$ cat config.mk
export PLATFORM = sky130hd
export DESIGN_NAME = bist_engine
export DESIGN_NICKNAME = d
export VERILOG_FILES = /design/src/rtl/bist_engine.sv
export SDC_FILE = /design/constraint.sdc
export NUM_CORES = 2
export LEC_CHECK = 0
export ABC_AREA = 1
export BUFFER_PORTS_ARGS = -buffer_cell sky130_fd_sc_hd__buf_2
export CAP_MARGIN = 30
export CELL_PAD_IN_SITES_DETAIL_PLACEMENT = 0
export CELL_PAD_IN_SITES_GLOBAL_PLACEMENT = 1
export CORE_UTILIZATION = 54
export CTS_CLUSTER_SIZE = 24
export DETAILED_ROUTE_END_ITERATION = 12
export PLACE_DENSITY = 0.77
export SYNTH_ARGS = -nofsm -noshare
export SYNTH_HDL_FRONTEND = slang
export SYNTH_SLANG_ARGS = --single-unit
$ cat constraint.sdc
create_clock -name clk -period 7.05 [get_ports clk]
set_input_delay 2.115 -clock clk [delete_from_list [all_inputs] [get_ports clk]]
set_output_delay 2.115 -clock clk [all_outputs]
set_load 0.005 [all_outputs]
$ cat src/rtl/bist_engine.sv
// BIST sequencer: stores stimulus/expected/mask vectors, replays them and compares masked responses.
// Latency: vector k is driven at start+1+k; its response is compared LAT cycles later.
// Backpressure: loads are accepted only in IDLE while not full; a load attempt when full sets overflow.
module bist_engine #(
  parameter int DEPTH    = 256,
  parameter int STIM_W   = 4,
  parameter int RESP_W   = 4,
  parameter int LAT      = 1,
  parameter int ERRCNT_W = 8,
  localparam int AW      = $clog2(DEPTH)
) (
  input  logic                clk,
  input  logic                rst_n,
  input  logic                load_valid,
  input  logic [STIM_W-1:0]   load_stim,
  input  logic [RESP_W-1:0]   load_exp,
  input  logic [RESP_W-1:0]   load_mask,
  input  logic                load_clear,
  output logic                load_ready,
  output logic                overflow,
  output logic [AW:0]         vec_count,
  input  logic                start,
  input  logic                stop_on_fail,
  input  logic                abort,
  output logic [STIM_W-1:0]   bist_out,
  output logic                bist_out_valid,
  input  logic [RESP_W-1:0]   bist_in,
  output logic                busy,
  output logic                done,
  output logic                pass,
  output logic [ERRCNT_W-1:0] fail_count,
  output logic [AW-1:0]       first_fail_addr,
  output logic [RESP_W-1:0]   first_fail_data,
  output logic                first_fail_valid
);

  typedef enum logic [1:0] {IDLE, RUN, DRAIN, DONE} state_e;

  localparam logic [AW:0] DEPTH_C = (AW+1)'(DEPTH);

  state_e              state_q, state_d;
  logic [AW:0]         vec_count_q, vec_count_d;
  logic [AW:0]         rd_ptr_q, rd_ptr_d;
  logic                overflow_q, overflow_d;
  logic                sof_q, sof_d;
  logic [STIM_W-1:0]   bout_q, bout_d;
  logic                bout_vld_q, bout_vld_d;
  logic [AW-1:0]       cur_addr_q, cur_addr_d;
  logic [LAT-1:0]      pv_q, pv_d;
  logic [AW-1:0]       pa_q [LAT];
  logic [AW-1:0]       pa_d [LAT];
  logic [ERRCNT_W-1:0] fc_q, fc_d;
  logic [AW-1:0]       ffa_q, ffa_d;
  logic [RESP_W-1:0]   ffd_q, ffd_d;
  logic                ffv_q, ffv_d;
  logic                pass_q, pass_d;
  logic                mem_we;

  logic [STIM_W-1:0]   stim_mem [DEPTH];
  logic [RESP_W-1:0]   exp_mem  [DEPTH];
  logic [RESP_W-1:0]   mask_mem [DEPTH];

  logic active, full, mismatch;
  assign active   = (state_q == RUN) || (state_q == DRAIN);
  assign full     = (vec_count_q == DEPTH_C);
  // The tail of the tag pipeline lines up with the response of the vector it names.
  assign mismatch = pv_q[LAT-1] &&
                    (|((bist_in ^ exp_mem[pa_q[LAT-1]]) & mask_mem[pa_q[LAT-1]]));

  // Next-state, issue, compare and status logic.
  always_comb begin
    state_d     = state_q;
    vec_count_d = vec_count_q;
    rd_ptr_d    = rd_ptr_q;
    overflow_d  = overflow_q;
    sof_d       = sof_q;
    bout_d      = '0;
    bout_vld_d  = 1'b0;
    cur_addr_d  = cur_addr_q;
    fc_d        = fc_q;
    ffa_d       = ffa_q;
    ffd_d       = ffd_q;
    ffv_d       = ffv_q;
    pass_d      = pass_q;
    mem_we      = 1'b0;

    // Tag pipeline follows whatever is on bist_out this cycle.
    pv_d[0] = bout_vld_q;
    pa_d[0] = cur_addr_q;
    for (int i = 1; i < LAT; i++) begin
      pv_d[i] = pv_q[i-1];
      pa_d[i] = pa_q[i-1];
    end

    if (active && mismatch) begin
      if (fc_q != '1) fc_d = fc_q + ERRCNT_W'(1);
      if (!ffv_q) begin
        ffv_d = 1'b1;
        ffa_d = pa_q[LAT-1];
        ffd_d = bist_in;
      end
    end

    case (state_q)
      IDLE: begin
        if (load_clear) begin
          vec_count_d = '0;
          overflow_d  = 1'b0;
        end else if (load_valid && !full) begin
          mem_we      = 1'b1;
          vec_count_d = vec_count_q + (AW+1)'(1);
        end else begin
          if (load_valid) overflow_d = 1'b1;
          if (start) begin
            fc_d   = '0;
            ffv_d  = 1'b0;
            ffa_d  = '0;
            ffd_d  = '0;
            pass_d = 1'b0;
            sof_d  = stop_on_fail;
            if (vec_count_q == '0) begin
              state_d = DONE;
            end else begin
              state_d    = RUN;
              bout_d     = stim_mem[0];
              bout_vld_d = 1'b1;
              cur_addr_d = '0;
              rd_ptr_d   = (AW+1)'(1);
            end
          end
        end
      end
      RUN: begin
        if (mismatch && sof_q) begin
          state_d = DRAIN;
        end else if (rd_ptr_q < vec_count_q) begin
          bout_d     = stim_mem[rd_ptr_q[AW-1:0]];
          bout_vld_d = 1'b1;
          cur_addr_d = rd_ptr_q[AW-1:0];
          rd_ptr_d   = rd_ptr_q + (AW+1)'(1);
        end else begin
          state_d = DRAIN;
        end
      end
      DRAIN: begin
        if (pv_d == '0) state_d = DONE;
      end
      default: begin
        state_d = IDLE;
      end
    endcase

    // pass becomes valid on the cycle DONE is entered and holds until the next start.
    if (state_d == DONE && state_q != DONE) pass_d = (fc_d == '0);

    if (abort && active) begin
      state_d    = IDLE;
      bout_d     = '0;
      bout_vld_d = 1'b0;
      pv_d       = '0;
      pass_d     = 1'b0;
    end
  end

  // Control and status registers.
  always_ff @(posedge clk) begin
    if (!rst_n) begin
      state_q     <= IDLE;
      vec_count_q <= '0;
      rd_ptr_q    <= '0;
      overflow_q  <= 1'b0;
      sof_q       <= 1'b0;
      bout_q      <= '0;
      bout_vld_q  <= 1'b0;
      cur_addr_q  <= '0;
      pv_q        <= '0;
      for (int i = 0; i < LAT; i++) pa_q[i] <= '0;
      fc_q        <= '0;
      ffa_q       <= '0;
      ffd_q       <= '0;
      ffv_q       <= 1'b0;
      pass_q      <= 1'b0;
    end else begin
      state_q     <= state_d;
      vec_count_q <= vec_count_d;
      rd_ptr_q    <= rd_ptr_d;
      overflow_q  <= overflow_d;
      sof_q       <= sof_d;
      bout_q      <= bout_d;
      bout_vld_q  <= bout_vld_d;
      cur_addr_q  <= cur_addr_d;
      pv_q        <= pv_d;
      for (int i = 0; i < LAT; i++) pa_q[i] <= pa_d[i];
      fc_q        <= fc_d;
      ffa_q       <= ffa_d;
      ffd_q       <= ffd_d;
      ffv_q       <= ffv_d;
      pass_q      <= pass_d;
    end
  end

  // Vector memory is not reset; only written while loading in IDLE.
  always_ff @(posedge clk) begin
    if (mem_we) begin
      stim_mem[vec_count_q[AW-1:0]] <= load_stim;
      exp_mem[vec_count_q[AW-1:0]]  <= load_exp;
      mask_mem[vec_count_q[AW-1:0]] <= load_mask;
    end
  end

  assign load_ready       = (state_q == IDLE) && !full;
  assign overflow         = overflow_q;
  assign vec_count        = vec_count_q;
  assign bist_out         = bout_q;
  assign bist_out_valid   = bout_vld_q;
  assign busy             = active;
  assign done             = (state_q == DONE);
  assign pass             = pass_q;
  assign fail_count       = fc_q;
  assign first_fail_addr  = ffa_q;
  assign first_fail_data  = ffd_q;
  assign first_fail_valid = ffv_q;

endmodule

* Yosys cells after proc, flatten, opt, wreduce, memory -nomap -nowiden *
Memory sizes are Yosys's and may differ from the RTL's. A register that Yosys moved wholly into a read port is not among the register bits.
Cells that the tools add are included.

word-level totals
  register bits after elaboration = 58
  memory bits (writable) = 3,080
  input bits = 23
  output and inout port bits = 40
  logic and storage cells = 148
  memories = 4

memories
  name      words  width  rd ports  clocked after memory_dff  write ports  line  RTL
  exp_mem   256    4      1         0                         1            60    logic [RESP_W-1:0] exp_mem [DEPTH];
  mask_mem  256    4      1         0                         1            61    logic [RESP_W-1:0] mask_mem [DEPTH];
  stim_mem  256    4      2         1                         1            59    logic [STIM_W-1:0] stim_mem [DEPTH];
  pa_q      1      8      1         0                         1            50    logic [AW-1:0] pa_q [LAT];

cells by class
  add/sub/neg operators = 3
  order comparisons = 1
  eq/ne operators = 16
  multiplexer cells = 80
  bitwise gates (word level) = 5
  reductions and logical operators = 25

operator list
  kind                                                   count
  two-way mux 8 bit                                      21
  two-way mux 9 bit                                      8
  two-way mux 4 bit                                      12
  two-way mux 1 bit                                      27
  adder 9 x 1 -> 9 bit, second input constant            2
  case mux 9 bit (2 select lines)                        1
  case mux 8 bit (2 select lines)                        1
  two-way mux 2 bit                                      7
  inequality test 2 bit, second input constant           7
  nonzero test 2 bit                                     5
  == test 9 bit, second input constant                   1
  zero test 9 bit                                        1
  < comparator 9 bit                                     1
  adder 8 x 1 -> 8 bit, second input constant            1
  zero test 8 bit                                        1
  inequality test 8 bit, second input constant           1
  case mux 4 bit (2 select lines)                        1
  AND reduction 4 bit                                    2
  OR reduction 8 bit                                     1
  logical AND 1 bit                                      7
  AND reduction 7 bit                                    1
  == test 2 bit, second input constant                   3
  inequality test 2 x 1 -> 1 bit, second input constant  3
  case mux 2 bit (3 select lines)                        1
  12 further kinds                                       14

* Depth between registers and ports, before layout *
An unclocked memory read counts as a cell.

  word-level depth = 13
  depth in mapped cells = 27
  depth with buffers taken out = 24

* Worst setup path before layout *
OpenSTA, ideal clock, no wires.

  path type = input-to-reg
  from = input load_clear
  to = memory exp_mem[103][0], enable pin
  setup time = 0.380 ns
  arrival = 3.811 ns
  required time = 6.670 ns
  setup slack = 2.858 ns
  stages on the path = 7
  buffers on the path = 2
  cell sequence = inv_1 -> nand3_1 -> nor2_1 -> clkbuf_1 -> nand4_1 -> clkbuf_1 -> nor2_1

on the way
  longest elaborated chain between the ends = 4

ends and longest elaborated chain
  what                                     line  RTL
  start, declared                          18    input logic load_clear,
  two-way mux 1 bit                        106   if (load_clear) begin
  two-way mux 1 bit                        104   case (state_q)
  two-way mux 1 bit                        204   if (mem_we) begin
  two-way mux 1 bit (not written as such)  206   exp_mem[vec_count_q[AW-1:0]] <= load_exp;
  end, declared                            60

No other way between the ends.

* Worst setup path in the final report *
  from = register vec_count_q[5] (netlist: vec_count[5])
  to = output load_ready

on the way
  longest elaborated chain between the ends = 3

ends and longest elaborated chain
  what                    line  RTL
  start, declared         42    logic [AW:0] vec_count_q, vec_count_d;
  start signal, assigned  185   vec_count_q <= vec_count_d;
  == test 9 bit           65    assign full = (vec_count_q == DEPTH_C);
  zero test 1 bit         211   assign load_ready = (state_q == IDLE) && !full;
  logical AND 1 bit       211
  end, declared           19    output logic load_ready,

No other way between the ends.

==> impl_metrics.csv <==
group,metric,value,unit
power_and_ir_drop,p_comb_share,10.3,%
floorplanning,rows,177,
yosys,netlist.area_leader.share,73.0,%
yosys,ys_seq_elements,3146,
final_layout,post_route_cells_drive_above_1_share,9.07,%
timing,maxSlewViolCount,0,
critical_path,timing.critical_path.arrival,3.50,ns
floorplanning,area_inside_the_core_boundary,233000,µm²
detailed_routing,drt_first_iter_violations,11300,
detailed_routing,drt-vias-per-instance,6.15,
floorplanning,floorplan.die_area,236000,µm²
global_routing,vias_in_the_first_global_route,80000,
detailed_routing,route.detailed.drc,0,
global_routing,grt_overflow_total,0,
yosys,synth-warning-count,0,
timing,final-setup-viol-count,0,
cts,insertion_delay,0.96,ns
final_layout,area_growth,12.1,%
global_routing,grt_start_max_net_pins,168,
min_path,worst_hold_path_type,"reg -> reg",
cts,hold_buffers,0,
job,maxCapViolations,0,
power_and_ir_drop,report.power.total,41.8,mW
final_layout,design.final.nets,10500,
global_routing,grt_antenna_before_repair,16,
cts,path_clk_slew,0.06,ns
critical_path,required,4.93,ns
yosys,synth_sequential_area_ratio,74.1,%
final_layout,utilization,60.9,%
power_and_ir_drop,switching_share,24.7,%
cts,root_buffer_cell,"sky130_fd_sc_hd__clkbuf_16",
detailed_routing,routedWlPerCell,27.0,µm
timing,grt_setup_unrepaired,"no",
cts,tritoncts,"yes",
yosys,synthCells,10300,
critical_path,timing.critical_path.to_type,"output pin",
yosys,synth_cell_types,41,
floorplanning,design.portCount,63,
detailed_routing,vias,84900,
timing,achievable-frequency,0.178,GHz
floorplanning,die-width,486,µm
critical_path,cells_along_the_critical_path,"nor2_1 > nand2_1 > nor4_1 > inv_1 > nor2_1 > nor2_1 > buf_2",
power_and_ir_drop,share_clk_of_total_power,40.5,%
timing,min_period,5.61,ns
cts,cts.repair_timing.setup_buffer_count,0,
cts,cts-buffers-inserted,337,
final_layout,register_area,93800,µm²
timing,min_period_over_period,79.6,%
critical_path,worst_setup_sp_type,"register",
final_layout,n_fill_cell,18000,
cts,clock_path_buffers,4,
cts,cts_repair_resized_insts,0,
timing,setup-tns-final,0,ns
power_and_ir_drop,cellLeakagePower,48.3,nW
yosys,synth.area.top_cells,"sky130_fd_sc_hd__edfxtp_1 (73%), sky130_fd_sc_hd__nand3_1 (8.0%), sky130_fd_sc_hd__nand2_1 (6.4%)",
yosys,yosys_most_used_dff,"sky130_fd_sc_hd__edfxtp_1",
global_routing,groute.usage.overall,31.4,%
detailed_routing,detailedRoute.firstPassIterationCount,8,
timing,timing.slew.headroom,26.8,%
yosys,async_reset_ff_share,0,%
yosys,synthesis.area,126000,µm²
place,post-dp-hpwl,213,mm
yosys,netlist_top_cells_count,"sky130_fd_sc_hd__edfxtp_1 (3072), sky130_fd_sc_hd__nand2_1 (2152), sky130_fd_sc_hd__nand3_1 (2009)",
critical_path,crit_path_max_incr_delay,0.68,ns
place,gp_congestion,0.911,
power_and_ir_drop,net-switching-power,10.4,mW
yosys,synth_area_leader_cell,"sky130_fd_sc_hd__edfxtp_1",
detailed_routing,detail-route-antenna-nets,0,
global_routing,grt_first_pass_wirelength,543,mm
outcome,run_status,"complete, no violations",
place,dpl_worst_slack,2.12,ns
critical_path,timing.critical_path.mode_cell,"sky130_fd_sc_hd__nor2_1",
detailed_routing,routed_wirelength,373,mm
timing,worst_clock_skew,0.0594,ns
place,buffer_ports.inserted,62,
critical_path,critPathKind,"reg -> out",
power_and_ir_drop,vdd_drop_max,228,µV
timing,hold-worst-slack,0.422,ns
cts,clock-sinks,3146,
cts,ctsHtreeMaxLevel,5,
timing,final_hold_viol_count,0,
yosys,yosys.cell_count.top_type,"sky130_fd_sc_hd__edfxtp_1",
floorplanning,start_util,54.3,%
critical_path,worst-path-max-fanout,16,
power_and_ir_drop,p_int,31.5,mW
power_and_ir_drop,power.sequential.fraction,49.3,%
yosys,synth_edf_count,3072,
floorplanning,die_height,486,µm
power_and_ir_drop,total_power_divided_by_cell_area,295,nW/µm²
yosys,syn_avg_cell_area,12.2,µm²
yosys,mappedNetlistNets,10400,
critical_path,crit_slowest_cell,"sky130_fd_sc_hd__nand2_1",
final_layout,multiInputGateArea,28800,µm²
timing,final_worst_path_setup_slack,1.44,ns
timing,worst_slew_pin_slew,1.10,ns
==> cell families after synthesis <==
logic type | Yosys count | synth area share, %
simple gates | 5202 | 17.5
xor+xnor | 4 | 0.0277
fa+ha+maj | 18 | 0.178
buf+inv | 829 | 3.17
flops | 3146 | 74.1
compound gates | 1148 | 4.98
==> final cells by class <==
class,instances,area share [%]
repair buffers,466,3.09
multi-input cells,6372,20.3
well taps,3132,2.76
clock buffers,426,6.34
inverters,115,0.339
diodes,8,0.0141
clock inverters,153,0.981
flip-flops and latches,3146,66.1
==> worst paths after layout <==
kind	startpoint	to	slack [ns]	cells past startpoint
worst max-delay path	vec_count[5]$_SDFFE_PN0P_	load_ready	1.44	7
worst min-delay path	cur_addr_q[2]$_SDFFE_PN0P_	pa_q[0][2]$_SDFF_PN0_	0.42	2
worst max register to register	pa_q[0][0]$_SDFF_PN0_	register	1.95	24
worst min register to register	cur_addr_q[2]$_SDFFE_PN0P_	pa_q[0][2]$_SDFF_PN0_	0.42	2
==> registers in the layout, summed over array words and instances, names as in the netlist, named ones only <==
signal,count
sof_q,1
pass,1
first_fail_data,4
bist_out,4
pv_q,1
pa_q,8
rd_ptr_q,9
overflow,1
vec_count,9
bist_out_valid,1
stim_mem,1024
first_fail_valid,1
fail_count,8
state_q,2
exp_mem,1024
first_fail_addr,8
cur_addr_q,8
mask_mem,1024
==> power groups by stage <==
stage          sequential [mW]  clock [mW]  combinational [mW]
2_1_floorplan             21.0           0                2.48
3_3_place_gp              21.0           0                4.10
3_5_place_dp              21.0           0                4.19
4_1_cts                   20.6        17.1                4.21
5_1_grt                   20.6        17.8                4.59
6_report                  20.6        16.9                4.30
==> layer usage <==
metal	vias to the layer above	GRT usage, %	wire length [µm]
li1	37500	-	-
met1	42000	45.5	149000
met2	4821	47.1	168000
met3	622	6.75	43000
met4	4	11.1	12900
met5	-	0	170
==> placed cells by master (no fill, tap or decap), drive strengths merged, types with 7 or more instances in the layout <==
master,instances
a21oi,56
buf,464
bufinv,25
clkbuf,428
clkinv,118
clkinvlp,10
dfxtp,74
diode,8
edfxtp,3072
ha,18
inv,115
nand2,2156
nand3,2010
nand4,12
nor2,1013
nor3,7
o21ai,721
o22ai,326
o32ai,16
==> critical path: cells and delay by family, from the launching register on <==
kind | cells | cell delay (ns)
flip-flops | 1 | 0.41
buffers and inverters | 2 | 0.32
AND/OR/NAND/NOR | 5 | 1.82
==> stage by stage <==
stage | instances | instance area, µm²
floorplan | 10300 | 126000
global placement | 13100 | 130000
detailed placement | 13200 | 131000
CTS | 13800 | 142000
global route | 13800 | 142000
finish | 13800 | 142000
Note: power is estimated with default switching activity, not from simulation.
